`config.mk`:
```
export PLATFORM = sky130hd
export DESIGN_NAME = uart_rx
export DESIGN_NICKNAME = d
export VERILOG_FILES = /design/src/rtl/uart_pkg.sv /design/src/rtl/uart_sync2.sv /design/src/rtl/uart_rx.sv
export SDC_FILE = /design/constraint.sdc
export NUM_CORES = 1
export LEC_CHECK = 0
export CAP_MARGIN = 20
export CORE_ASPECT_RATIO = 1.4
export CORE_UTILIZATION = 45
export CTS_BUF_LIST = sky130_fd_sc_hd__clkbuf_16
export DETAILED_ROUTE_END_ITERATION = 16
export GPL_ROUTABILITY_DRIVEN = 1
export PLACE_DENSITY_LB_ADDON = 0.05
export SLEW_MARGIN = 20
export SYNTH_ARGS = -nofsm -noshare
export SYNTH_HDL_FRONTEND = slang
export SYNTH_HIERARCHICAL = 1
export SYNTH_SLANG_ARGS = --single-unit
```
`constraint.sdc`:
```
create_clock -name clk -period 1.6 [get_ports clk]
set_input_delay 0.4 -clock clk [delete_from_list [all_inputs] [get_ports clk]]
set_output_delay 0.4 -clock clk [all_outputs]
set_load 0.1 [all_outputs]
```
`src/rtl/uart_pkg.sv`:
```
// Shared types and constants for the UART receive path.
package uart_pkg;

   // Receiver frame-tracking states.
   typedef enum logic [1:0] {
      IDLE,
      START,
      DATA,
      STOP
   } uart_rx_state_t;

   // Oversampling ratio of the baud tick relative to the bit rate.
   localparam int OVERSAMPLE = 16;
   localparam int TICK_W     = $clog2(OVERSAMPLE);

   // Tick count at which the start bit is checked (middle of the start bit).
   localparam logic [TICK_W-1:0] START_SAMPLE = TICK_W'(7);
   // Tick count at which data and stop bits are sampled; because the count is
   // re-zeroed at mid start bit, this lands in the middle of each later bit.
   localparam logic [TICK_W-1:0] BIT_SAMPLE   = TICK_W'(15);

   // 2-of-3 vote used to suppress single-tick glitches at sample points.
   function automatic logic majority3(input logic a, input logic b, input logic c);
      return (a & b) | (a & c) | (b & c);
   endfunction

endpackage

```
`src/rtl/uart_sync2.sv`:
```
// Generic two-flop synchronizer for a single asynchronous level input.
module uart_sync2 #(
   parameter logic RESET_VAL = 1'b1
) (
   input  logic clk,
   input  logic rst_n,
   input  logic d,
   output logic q
);

   logic [1:0] stages;

   // Shift the asynchronous input through two flops; reset to the idle level.
   always_ff @(posedge clk or negedge rst_n) begin
      if (!rst_n) begin
         stages <= {2{RESET_VAL}};
      end else begin
         stages <= {stages[0], d};
      end
   end

   assign q = stages[1];

endmodule

```
`src/rtl/uart_rx.sv`:
```
// UART receive deserializer: 16x oversampled start/data/stop recovery with a
// valid/ready output and single-cycle framing and overrun error pulses.
// Optional build macro UART_RX_MAJORITY_EN: each sample point uses a 2-of-3
// majority over the last three ticks instead of the single tick value.
module uart_rx
   import uart_pkg::*;
#(
   parameter int DATA_BITS = 8
) (
   input  logic                 clk,
   input  logic                 rst_n,
   input  logic                 baud_x16_tick,
   input  logic                 rx,
   output logic [DATA_BITS-1:0] rx_data,
   output logic                 rx_valid,
   input  logic                 rx_ready,
   output logic                 frame_err,
   output logic                 overrun_err,
   output logic                 busy
);

   localparam int                IDX_W    = $clog2(DATA_BITS);
   localparam logic [IDX_W-1:0]  LAST_IDX = IDX_W'(DATA_BITS - 1);

   logic                 rx_s;
   logic                 sample_bit;
   uart_rx_state_t       state;
   logic [TICK_W-1:0]    tick_cnt;
   logic [IDX_W-1:0]     bit_idx;
   logic [DATA_BITS-1:0] shift_reg;

   uart_sync2 #(
      .RESET_VAL (1'b1)
   ) u_rx_sync (
      .clk   (clk),
      .rst_n (rst_n),
      .d     (rx),
      .q     (rx_s)
   );

`ifdef UART_RX_MAJORITY_EN
   // The two previous ticks are held here; together with the live rx_s at
   // the current tick they form the three-tick history that gets voted on.
   logic [1:0] hist;

   // Capture rx_s on every tick, in every state, so the history is always
   // primed when a sample point arrives.
   always_ff @(posedge clk or negedge rst_n) begin
      if (!rst_n) begin
         hist <= 2'b11;
      end else if (baud_x16_tick) begin
         hist <= {hist[0], rx_s};
      end
   end

   assign sample_bit = majority3(hist[1], hist[0], rx_s);
`else
   assign sample_bit = rx_s;
`endif

   // Frame FSM plus registered delivery/error outputs; everything advances
   // only on a baud tick, so a paused tick stream freezes the frame in place.
   always_ff @(posedge clk or negedge rst_n) begin
      if (!rst_n) begin
         state       <= IDLE;
         tick_cnt    <= '0;
         bit_idx     <= '0;
         shift_reg   <= '0;
         rx_data     <= '0;
         rx_valid    <= 1'b0;
         frame_err   <= 1'b0;
         overrun_err <= 1'b0;
         busy        <= 1'b0;
      end else begin
         frame_err   <= 1'b0;
         overrun_err <= 1'b0;

         // Handshake completion; a word loading this same cycle overrides it.
         if (rx_valid && rx_ready) begin
            rx_valid <= 1'b0;
         end

         if (baud_x16_tick) begin
            tick_cnt <= tick_cnt + 1'b1;
            case (state)
               IDLE: begin
                  if (!rx_s) begin
                     state    <= START;
                     tick_cnt <= '0;
                     busy     <= 1'b1;
                  end
               end

               START: begin
                  if (tick_cnt == START_SAMPLE) begin
                     tick_cnt <= '0;
                     if (sample_bit) begin
                        // Line went back high before mid start bit: glitch.
                        state <= IDLE;
                        busy  <= 1'b0;
                     end else begin
                        state   <= DATA;
                        bit_idx <= '0;
                     end
                  end
               end

               DATA: begin
                  if (tick_cnt == BIT_SAMPLE) begin
                     // LSB arrives first, so shift right and insert at the MSB.
                     shift_reg <= {sample_bit, shift_reg[DATA_BITS-1:1]};
                     tick_cnt  <= '0;
                     if (bit_idx == LAST_IDX) begin
                        state <= STOP;
                     end else begin
                        bit_idx <= bit_idx + 1'b1;
                     end
                  end
               end

               STOP: begin
                  if (tick_cnt == BIT_SAMPLE) begin
                     state    <= IDLE;
                     tick_cnt <= '0;
                     busy     <= 1'b0;
                     if (!sample_bit) begin
                        frame_err <= 1'b1;
                     end else if (!rx_valid || rx_ready) begin
                        rx_data  <= shift_reg;
                        rx_valid <= 1'b1;
                     end else begin
                        // Previous word still pending: keep it, drop this one.
                        overrun_err <= 1'b1;
                     end
                  end
               end

               default: begin
                  state    <= IDLE;
                  tick_cnt <= '0;
                  busy     <= 1'b0;
               end
            endcase
         end
      end
   end

endmodule
```
After elaboration in Yosys (flattened, before gate mapping):

Index checks and enable logic that the tools add are counted.

* add/sub/neg operators: 2
* equal/unequal tests: 14
* muxes and demuxes: 36
* reductions and logical operators: 12

Operator list (count)
* two-way mux 1 bit: 19
* AND reduction 6 bit: 3
* inequality test 2 bit, second input constant: 7
* two-way mux 2 bit: 6
* two-way mux 3 bit: 4
* two-way mux 4 bit: 3
* case mux 4 bit (3 select lines): 1
* case mux 2 bit (4 select lines): 1
* case mux 3 bit (2 select lines): 1
* AND reduction 5 bit: 1
* adder 4 x 1 -> 4 bit, second input constant: 1
* equality test 2 bit, second input constant: 2
* equality test 4 x 3 -> 1 bit, second input constant: 1
* equality test 4 bit, second input constant: 1
* adder 3 x 1 -> 3 bit, second input constant: 1
* equality test 3 bit, second input constant: 1
* case mux 1 bit (3 select lines): 1
* AND reduction 3 bit: 1
* nonzero test 3 bit: 1
* equality test 2 x 1 -> 1 bit, second input constant: 1
* logical NOT 2 bit: 1
* inequality test 2 x 1 -> 1 bit, second input constant: 1
* nonzero test 2 bit: 1
* OR reduction 2 bit: 1
* other kinds (3): 3

* register bits: 31
* input bits: 5
* output and inout port bits: 12
* word-level logic and storage cells: 74

Longest topological paths before layout:

Gate-level depths: netlist (run 1).

* word-level depth: 7
* depth in mapped cells: 6

By module:

The synthesis (run 1) kept the hierarchy.

Modules (own cells, without submodules)
* uart_rx: times used 1, cells each 112, area each 1413.9 um^2
* uart_sync2: times used 1, cells each 2, area each 52.6 um^2

Worst setup path before layout (run 1):

No wires, ideal clock.

* kind: register to register
* start: reg rx_valid
* end: reg rx_data[0]
* library setup time: 126 ps
* arrival time: 1745 ps
* data required time: 1474 ps
* path slack: -271 ps
* cell stages (with the launch flop): 5
* buffers on the path: 1
* period minus slack after synthesis: 1871 ps
* cells stage by stage: dfrtp_1 > nand2b_1 > and4b_1 > buf_6 > mux2_4

* cells in the longest elaborated chain, start to end: 3

RTL lines
* start: declaration: line uart_rx.sv:15 `output logic rx_valid,`
* start signal: assignment: line uart_rx.sv:70 `rx_valid <= 1'b0;`
* start signal: assignment: line uart_rx.sv:80 `rx_valid <= 1'b0;`
* start signal: assignment: line uart_rx.sv:130 `rx_valid <= 1'b1;`
* logical NOT 1 bit: line uart_rx.sv:128 `end else if (!rx_valid || rx_ready) begin`
* logical OR 1 bit: line uart_rx.sv:128
* AND reduction 5 bit (no line)
* end signal: assignment: line uart_rx.sv:129 `rx_data <= shift_reg;`
* end: declaration: line uart_rx.sv:14 `output logic [DATA_BITS-1:0] rx_data,`

Every way passes these cells.
A chain may end at the register's enable or synchronous reset.

Worst setup path in the final report (run 1):

* start: reg tick_cnt[1]
* end: reg rx_data[1]

* cells in the longest elaborated chain, start to end: 2

RTL lines
* start: declaration: line uart_rx.sv:28 `logic [TICK_W-1:0] tick_cnt;`
* start signal: assignment: line uart_rx.sv:84 `tick_cnt <= tick_cnt + 1'b1;`
* equality test 4 bit: line uart_rx.sv:122 `if (tick_cnt == BIT_SAMPLE) begin`
* AND reduction 5 bit (no line)

Every way passes these cells.

==> reports/summary.log, run 1 <==
INFO  synth          synthesis.area=0.00147mm²
INFO  finish         diodes=0
INFO  clock_tree     clk_root_buffer_cell=sky130_fd_sc_hd__clkbuf_16
INFO  grt            global_route.usage.total=18.3%
INFO  routing        detail_route.iter0.violations=11
INFO  routing        vias=1023
INFO  grt            grt_pass1_wl=4.77mm
INFO  sta            timing_worst_slew_pin_value=320ps
INFO  finish         n_fill_cell=248
INFO  sta            skew=1.99ps
INFO  die            std_cell_rows=24
INFO  grt            grt.overflow.total=0
INFO  sta            final_period_minus_worst_setup_slack=1560ps
INFO  routing        firstDrtPassIters=4
INFO  synth          postSynthRegisterBits=31
INFO  power_and_ir_drop worst_ir_drop_vdd=951µV
INFO  grt            largest_net_degree_at_the_start_of_global_routing=32
INFO  synth          synth-async-reset-ratio=100%
INFO  power_and_ir_drop power.switching_fraction=28.1%
INFO  synth          ys_warn_count=6
INFO  worst_setup_path critPathRequiredTime=1750ps
INFO  run            max_cap_violations=0
INFO  synth          post_synthesis_area_per_instance=12.9µm²
INFO  power_and_ir_drop comb_power_share=25.3%
INFO  die            floorplan.die.width=50.2µm
INFO  worst_setup_path start_kind=flip-flop
INFO  synth          synth-adder-area-share=2.56%
INFO  synth          number_of_synthesized_flops_with_an_enable_pin=0
INFO  status         status=complete, no violations
INFO  power_and_ir_drop power_switching=683µW
INFO  sta            slew_headroom=78.5%
INFO  min_path       whs_path_depth=0
INFO  synth          synth_simple_gate_area_share=14.8%
INFO  clock_tree     cts-root-to-sink-buffers=2
INFO  sta            final-hold-violation-count=0
INFO  sta            layout_worst_path_cycle_share=97.4%
INFO  finish         final_layout_size_suffix_gt1_share=42.7%
INFO  placed_design  routability_congestion_estimate=0.818
INFO  die            die_area=0.00349mm²
INFO  synth          synth_top_family_by_area=multiplexers
INFO  finish         syn_to_final_growth=42.1%
INFO  sta            final-max-slew-violation-count=0
INFO  power_and_ir_drop cellInternalPower=1.75mW
INFO  synth          synthMuxAreaShare=15.8%
INFO  finish         finalNonFillerCells=189
INFO  placed_design  placement.io_buffers=16
INFO  synth          post_synth_inst_count=114
INFO  worst_setup_path reg2regPathDepth=5
INFO  clock_tree     clock_insertion_delay_worst_skew=270ps
INFO  synth          synth.distinct_cells=38
INFO  sta            maximum_achievable_frequency=642MHz
INFO  clock_tree     clock_buffers_created_by_tritoncts=5
INFO  grt            antenna_violations_before_repair=0
INFO  clock_tree     clock_slew_at_reported_path_ffs=50ps
INFO  worst_setup_path crit_path_end_kind=flip-flop
INFO  finish         nNetsFinal=157
INFO  placed_design  place.detailed.hpwl=2.02mm
INFO  power_and_ir_drop p_total=2.43mW
INFO  power_and_ir_drop pwr_density_cell=1170mW/mm²
INFO  die            coreArea=0.00312mm²
INFO  synth          synth-compound-area-share=8.45%
INFO  clock_tree     tritoncts_num_sinks=31
INFO  synth          dominantRegCellSynth=sky130_fd_sc_hd__dfrtp_1
INFO  die            ioPinCount=17
INFO  min_path       hold_path_class=reg2reg
INFO  routing        routed_via_density=5.41
INFO  power_and_ir_drop static-leakage-power=0.957nW
INFO  die            die_height=69.5µm
INFO  sta            setup-violations-final=0
INFO  routing        wl=2.84mm
INFO  power_and_ir_drop seq_power_share=39.8%
INFO  die            initial_standard_cell_utilization_of_the_core=47.0%
INFO  clock_tree     tritoncts=done
INFO  synth          synth_sequential_area_ratio=53.1%
INFO  worst_setup_path path_class=reg2reg
INFO  clock_tree     cts-htree-levels=2
INFO  routing        drc_errors=0
INFO  worst_setup_path critical_path_arrival=1710ps
INFO  routing        post_drt_wl_per_cell=15.0µm
INFO  synth          mappedNetlistNets=122
INFO  power_and_ir_drop clockPowerShare=34.9%
INFO  grt            number_of_global_route_vias_before_repair=1102
INFO  placed_design  placed_cells_incl_taps=179
INFO  routing        drt_antenna_net_count=0
INFO  worst_setup_path crit_fanout=8
INFO  synth          yosys.area_share.xor_xnor=0.597%
[layer usage]
layer	vias up	GRT usage, %	part of all wire, %
met4	0	9.52	2.4
met2	21	33.0	58
met5	-	0	0
li1	480	-	-
met1	515	18.1	36
met3	7	5.48	3.3
[stage by stage]
stage	util, %	TNS, ps	worst slack, ps	hold slack (ps)	cell area, µm²
floorplan	-	0	18.0	104	1470
global placement	60.5	-5350	-312	346	1890
detailed placement	60.5	-5960	-335	349	1890
CTS	65.1	0	9.79	356	2030
global route	66.7	-439	-39.2	357	2080
finish	66.7	0	42.0	354	2080
[power groups by stage]
stage	clock network (mW)	registers [mW]	logic, mW
after floorplan	0	0.953	0.376
after global placement	0	0.960	0.542
after detailed placement	0	0.963	0.552
after CTS	0.874	0.952	0.561
after global routing	0.907	0.978	0.694
final	0.848	0.967	0.616
[cells by family after synthesis]
family                     count (synthesis)
muxes                                     18
DFF                                       31
xor gates and xnor gates                   1
AOI/OAI and AO/OA                         18
and+or+nand+nor                           33
buffers and inverters                     10
adders and majority gates                  3
[placed cells by master (no fill, tap or decap), types with 2 or more instances in the layout]
| cell type | count |
|---|---|
| sky130_fd_sc_hd__clkdlybuf4s50_1 | 3 |
| sky130_fd_sc_hd__nand2_1 | 5 |
| sky130_fd_sc_hd__dfstp_2 | 2 |
| sky130_fd_sc_hd__buf_4 | 17 |
| sky130_fd_sc_hd__ha_4 | 2 |
| sky130_fd_sc_hd__nand2b_1 | 3 |
| sky130_fd_sc_hd__dfrtp_1 | 28 |
| sky130_fd_sc_hd__o2bb2ai_1 | 4 |
| sky130_fd_sc_hd__o21ai_0 | 3 |
| sky130_fd_sc_hd__clkinv_1 | 2 |
| sky130_fd_sc_hd__a21oi_1 | 3 |
| sky130_fd_sc_hd__nand4_1 | 2 |
| sky130_fd_sc_hd__nor2b_1 | 2 |
| sky130_fd_sc_hd__nand3_1 | 5 |
| sky130_fd_sc_hd__o211ai_1 | 4 |
| sky130_fd_sc_hd__nor2_1 | 2 |
| sky130_fd_sc_hd__and4b_1 | 2 |
| sky130_fd_sc_hd__buf_12 | 14 |
| sky130_fd_sc_hd__clkbuf_16 | 5 |
| sky130_fd_sc_hd__mux2_2 | 9 |
| sky130_fd_sc_hd__inv_1 | 4 |
| sky130_fd_sc_hd__mux2_4 | 8 |
[path summary, 6_finish.rpt]
| path | start | slack, ps | to |
|---|---|---|---|
| max in group asynchronous | rst_n | 870 | u_rx_sync/stages[1] |
| setup / recovery | tick_cnt[1] | 40 | rx_data[1] |
| setup reg to reg | tick_cnt[1] | 40 | rx_data[1] |
| hold / removal | u_rx_sync/stages[0] | 350 | u_rx_sync/stages[1] |
| min in group asynchronous | rst_n | 500 | rx_data[6] |
| hold reg to reg | u_rx_sync/stages[0] | 350 | u_rx_sync/stages[1] |
[Yosys cell counts, drive strengths merged (2+ instances only)]
library cell / number / area share (%)
nand2: 5 / 1.3
o211ai: 4 / 2.0
o21ai: 3 / 1.0
buf: 6 / 3.8
nor2b: 2 / 0.85
mux2: 17 / 15
nor2: 3 / 1.3
and4b: 2 / 1.4
dfrtp: 29 / 49
nand2b: 3 / 1.3
nand4: 2 / 0.85
o2bb2ai: 4 / 2.4
inv: 3 / 0.77
a21oi: 3 / 1.0
nand3: 5 / 1.7
dfstp: 2 / 3.6
and3: 2 / 1.2
ha: 3 / 2.6
[timing repair]
item	in CTS	in global routing
hold buffers	0	0
setup buffers	0	2
pin swaps	0	2
endpoints found under the setup margin	17	19
resized for setup	3	5
[critical path, cell delays in order, from the launching register on]
cell	delay [ps]
sky130_fd_sc_hd__dfrtp_1	410
sky130_fd_sc_hd__ha_4	200
sky130_fd_sc_hd__and2_1	150
sky130_fd_sc_hd__and4b_1	240
sky130_fd_sc_hd__buf_12	140
sky130_fd_sc_hd__mux2_4	300
[final cells by class]
class,instances,area [µm²],area share (%)
Sequential cell,31,779,37.4
Multi-Input combinational cell,73,661,31.7
Timing Repair Buffer,35,447,21.4
Clock buffer,5,125,6.01
Tap cell,39,48.8,2.34
Clock inverter,3,11.3,0.541
Inverter,3,11.3,0.541
No activity file was read; power rests on OpenSTA's default activity.
==> inputs of run 2 (changes only) <==
--- a/config.mk
+++ b/config.mk
@@ -6,7 +6,7 @@
 export NUM_CORES = 1
 export LEC_CHECK = 0
 export CAP_MARGIN = 20
-export CORE_ASPECT_RATIO = 1.4
+export CORE_ASPECT_RATIO = 0.75
 export CORE_UTILIZATION = 45
 export CTS_BUF_LIST = sky130_fd_sc_hd__clkbuf_16
 export DETAILED_ROUTE_END_ITERATION = 16
==> reports/summary.log, run 2 (same netlist as run 1, synthesis figures left out) <==
INFO  placed_design  place.detailed.hpwl=2.16mm [+6.6%]
INFO  routing        post_drt_wl_per_cell=16.1µm [+6.9%]
INFO  power_and_ir_drop pwr_density_cell=1160mW/mm² [-0.21%]
INFO  clock_tree     number_of_hold_buffers_added_after_cts=0 [unchanged]
INFO  grt            antenna_violations_before_repair=0 [unchanged]
INFO  sta            timing_worst_slew_pin_value=328ps [+8.36 ps]
INFO  die            std_cell_rows=17 [-29%]
INFO  clock_tree     tritoncts=done
INFO  worst_setup_path crit_buf_inv=1 [unchanged]
INFO  clock_tree     clk_root_buffer_cell=sky130_fd_sc_hd__clkbuf_16
INFO  worst_setup_path critPathMaxStageDelay=410ps [about the same]
INFO  grt            global_route.usage.total=20.3% [+1.9 points]
INFO  worst_setup_path crit_path_end_kind=flip-flop
INFO  finish         layout_common_cells=sky130_fd_sc_hd__dfrtp_1, sky130_fd_sc_hd__buf_4, sky130_fd_sc_hd__buf_12, sky130_fd_sc_hd__mux2_2, sky130_fd_sc_hd__mux2_4
INFO  power_and_ir_drop static-leakage-power=0.957nW [about the same]
INFO  worst_setup_path critical-path-top-delay-family=flip-flops
INFO  worst_setup_path path_class=reg2reg
INFO  worst_setup_path critical_path_arrival=1700ps [about the same]
INFO  finish         syn_to_final_growth=41.2%
INFO  die            floorplan.die.width=67.9µm [+35%]
INFO  power_and_ir_drop worst_ir_drop_vdd=1000µV [+5.3%]
INFO  routing        drc_errors=0 [unchanged]
INFO  die            coreArea=0.00302mm² [-3.3%]
INFO  sta            final-hold-violation-count=0 [unchanged]
INFO  grt            largest_net_degree_at_the_start_of_global_routing=32 [unchanged]
INFO  die            initial_standard_cell_utilization_of_the_core=48.6% [+1.6 points]
INFO  routing        drt_antenna_net_count=0 [unchanged]
INFO  die            die_height=51.4µm [-26%]
INFO  grt            grt.overflow.total=0 [unchanged]
INFO  finish         nNetsFinal=156 [-0.64%]
INFO  worst_setup_path cp_slowest_cell=sky130_fd_sc_hd__dfrtp_1
INFO  routing        vias=1008 [-1.5%]
INFO  grt            grt_pass1_wl=4.90mm [+2.6%]
INFO  sta            final_period_minus_worst_setup_slack=1550ps [-7.04 ps]
INFO  sta            slew_headroom=78.0% [-0.56 points]
INFO  finish         mostFrequentLayoutCell=sky130_fd_sc_hd__dfrtp_1
INFO  clock_tree     cts-htree-levels=2 [unchanged]
INFO  die            ioPinCount=17 [unchanged]
INFO  clock_tree     clock_buffers_created_by_tritoncts=5 [unchanged]
INFO  finish         final_layout_size_suffix_gt1_share=45.0% [+2.3 points]
INFO  clock_tree     clock_insertion_delay_worst_skew=270ps [about the same]
INFO  sta            skew=6.94ps [+4.95 ps]
INFO  worst_setup_path critical_path.cell_chain=ha_4 -> and2_4 -> and4b_2 -> buf_12 -> mux2_4
INFO  clock_tree     clock_slew_at_reported_path_ffs=50ps [about the same]
INFO  sta            finalSetupTns=0ps [unchanged]
INFO  routing        detail_route.iter0.violations=43 [+32]
INFO  grt            number_of_global_route_vias_before_repair=1012 [-8.2%]
INFO  worst_setup_path crit_fanout=8 [unchanged]
INFO  routing        wl=3.00mm [+5.8%]
INFO  finish         diodes=0 [unchanged]
INFO  run            max_cap_violations=0 [unchanged]
INFO  finish         postLayoutCoreUtil=68.6% [+1.9 points]
INFO  finish         n_fill_cell=236 [-4.8%]
INFO  worst_setup_path critPathRequiredTime=1750ps [about the same]
INFO  placed_design  routability_congestion_estimate=0.773 [-5.5%]
INFO  routing        routed_via_density=5.39 [-0.41%]
INFO  clock_tree     tritoncts_num_sinks=31 [unchanged]
INFO  sta            layout_worst_path_cycle_share=96.9% [-0.44 points]
INFO  routing        firstDrtPassIters=4 [unchanged]
INFO  clock_tree     cts-root-to-sink-buffers=2 [unchanged]
INFO  sta            grt_setup_unrepaired=no
INFO  placed_design  placement.io_buffers=16 [unchanged]
INFO  min_path       hold_path_class=reg2reg
INFO  status         status=complete, no violations
INFO  sta            final-max-slew-violation-count=0 [unchanged]
INFO  sta            setup-violations-final=0 [unchanged]
INFO  worst_setup_path start_kind=flip-flop
INFO  sta            maximum_achievable_frequency=645MHz [+0.45%]
INFO  die            die_area=0.00349mm² [about the same]
run 2: layer usage:
metal | wire, µm | track usage (%)
met5 | 0 | 0
met4 | 24 | 7.29
met3 | 154 | 7.14
met2 | 1410 | 29.4
met1 | 1420 | 27.7
run 2: report_power, final:
group	internal (mW)	switching, mW	leakage, nW
Clock	0.558	0.287	0.0724
Sequential	0.868	0.0770	0.395
Combinational	0.309	0.312	0.489
Total	1.74	0.676	0.957
run 2: path summary, 6_finish.rpt:
check | start | endpoint | slack [ps] | cells after the start
worst min register to register | u_rx_sync/stages[0] | u_rx_sync/stages[1] | 360 | 0
max in group asynchronous | rst_n | u_rx_sync/stages[0] | 850 | 2
worst min-delay path | u_rx_sync/stages[0] | u_rx_sync/stages[1] | 360 | 0
min in group asynchronous | rst_n | bit_idx[2] | 500 | 2
worst max register to register | tick_cnt[0] | rx_data[0] | 50 | 5
worst max-delay path | tick_cnt[0] | rx_data[0] | 50 | 5
run 2: through the flow:
stage / setup WS (ps) / area (µm²) / hold WS, ps / instances / total power [mW]
after floorplan: 18.0 / 1470 / 104 / 114 / 1.33
after global placement: -278 / 1870 / 352 / 176 / 1.50
after detailed placement: -337 / 1870 / 351 / 176 / 1.52
after CTS: 16.7 / 2010 / 357 / 184 / 2.39
after global routing: 5.30 / 2070 / 359 / 187 / 2.55
final: 49.0 / 2070 / 355 / 187 / 2.41
run 2: worst register-to-register path: stages (launching register included):
cell and delay [ps]:
sky130_fd_sc_hd__dfrtp_1 410, sky130_fd_sc_hd__ha_4 190, sky130_fd_sc_hd__and2_4 140, sky130_fd_sc_hd__and4b_2 260
sky130_fd_sc_hd__buf_12 150, sky130_fd_sc_hd__mux2_4 300
run 2: layout make-up:
type                    count  area (µm²)  area share (%)
clock buffers               5         125            6.04
multi-input cells          73         656            31.7
inverters                   3        11.3           0.544
well taps                  38        47.5            2.30
clock inverters             3        12.5           0.604
repair buffers             34         439            21.2
flip-flops and latches     31         779            37.6
run 2: what timing repair did:
| action | in CTS | in global routing |
|---|---|---|
| endpoints found under the setup margin | 15 | 22 |
| buffers inserted | 0 | 3 |
| pin swaps | 2 | 2 |
| resized for setup | 2 | 7 |
| endpoints found under the hold margin | 0 | 0 |
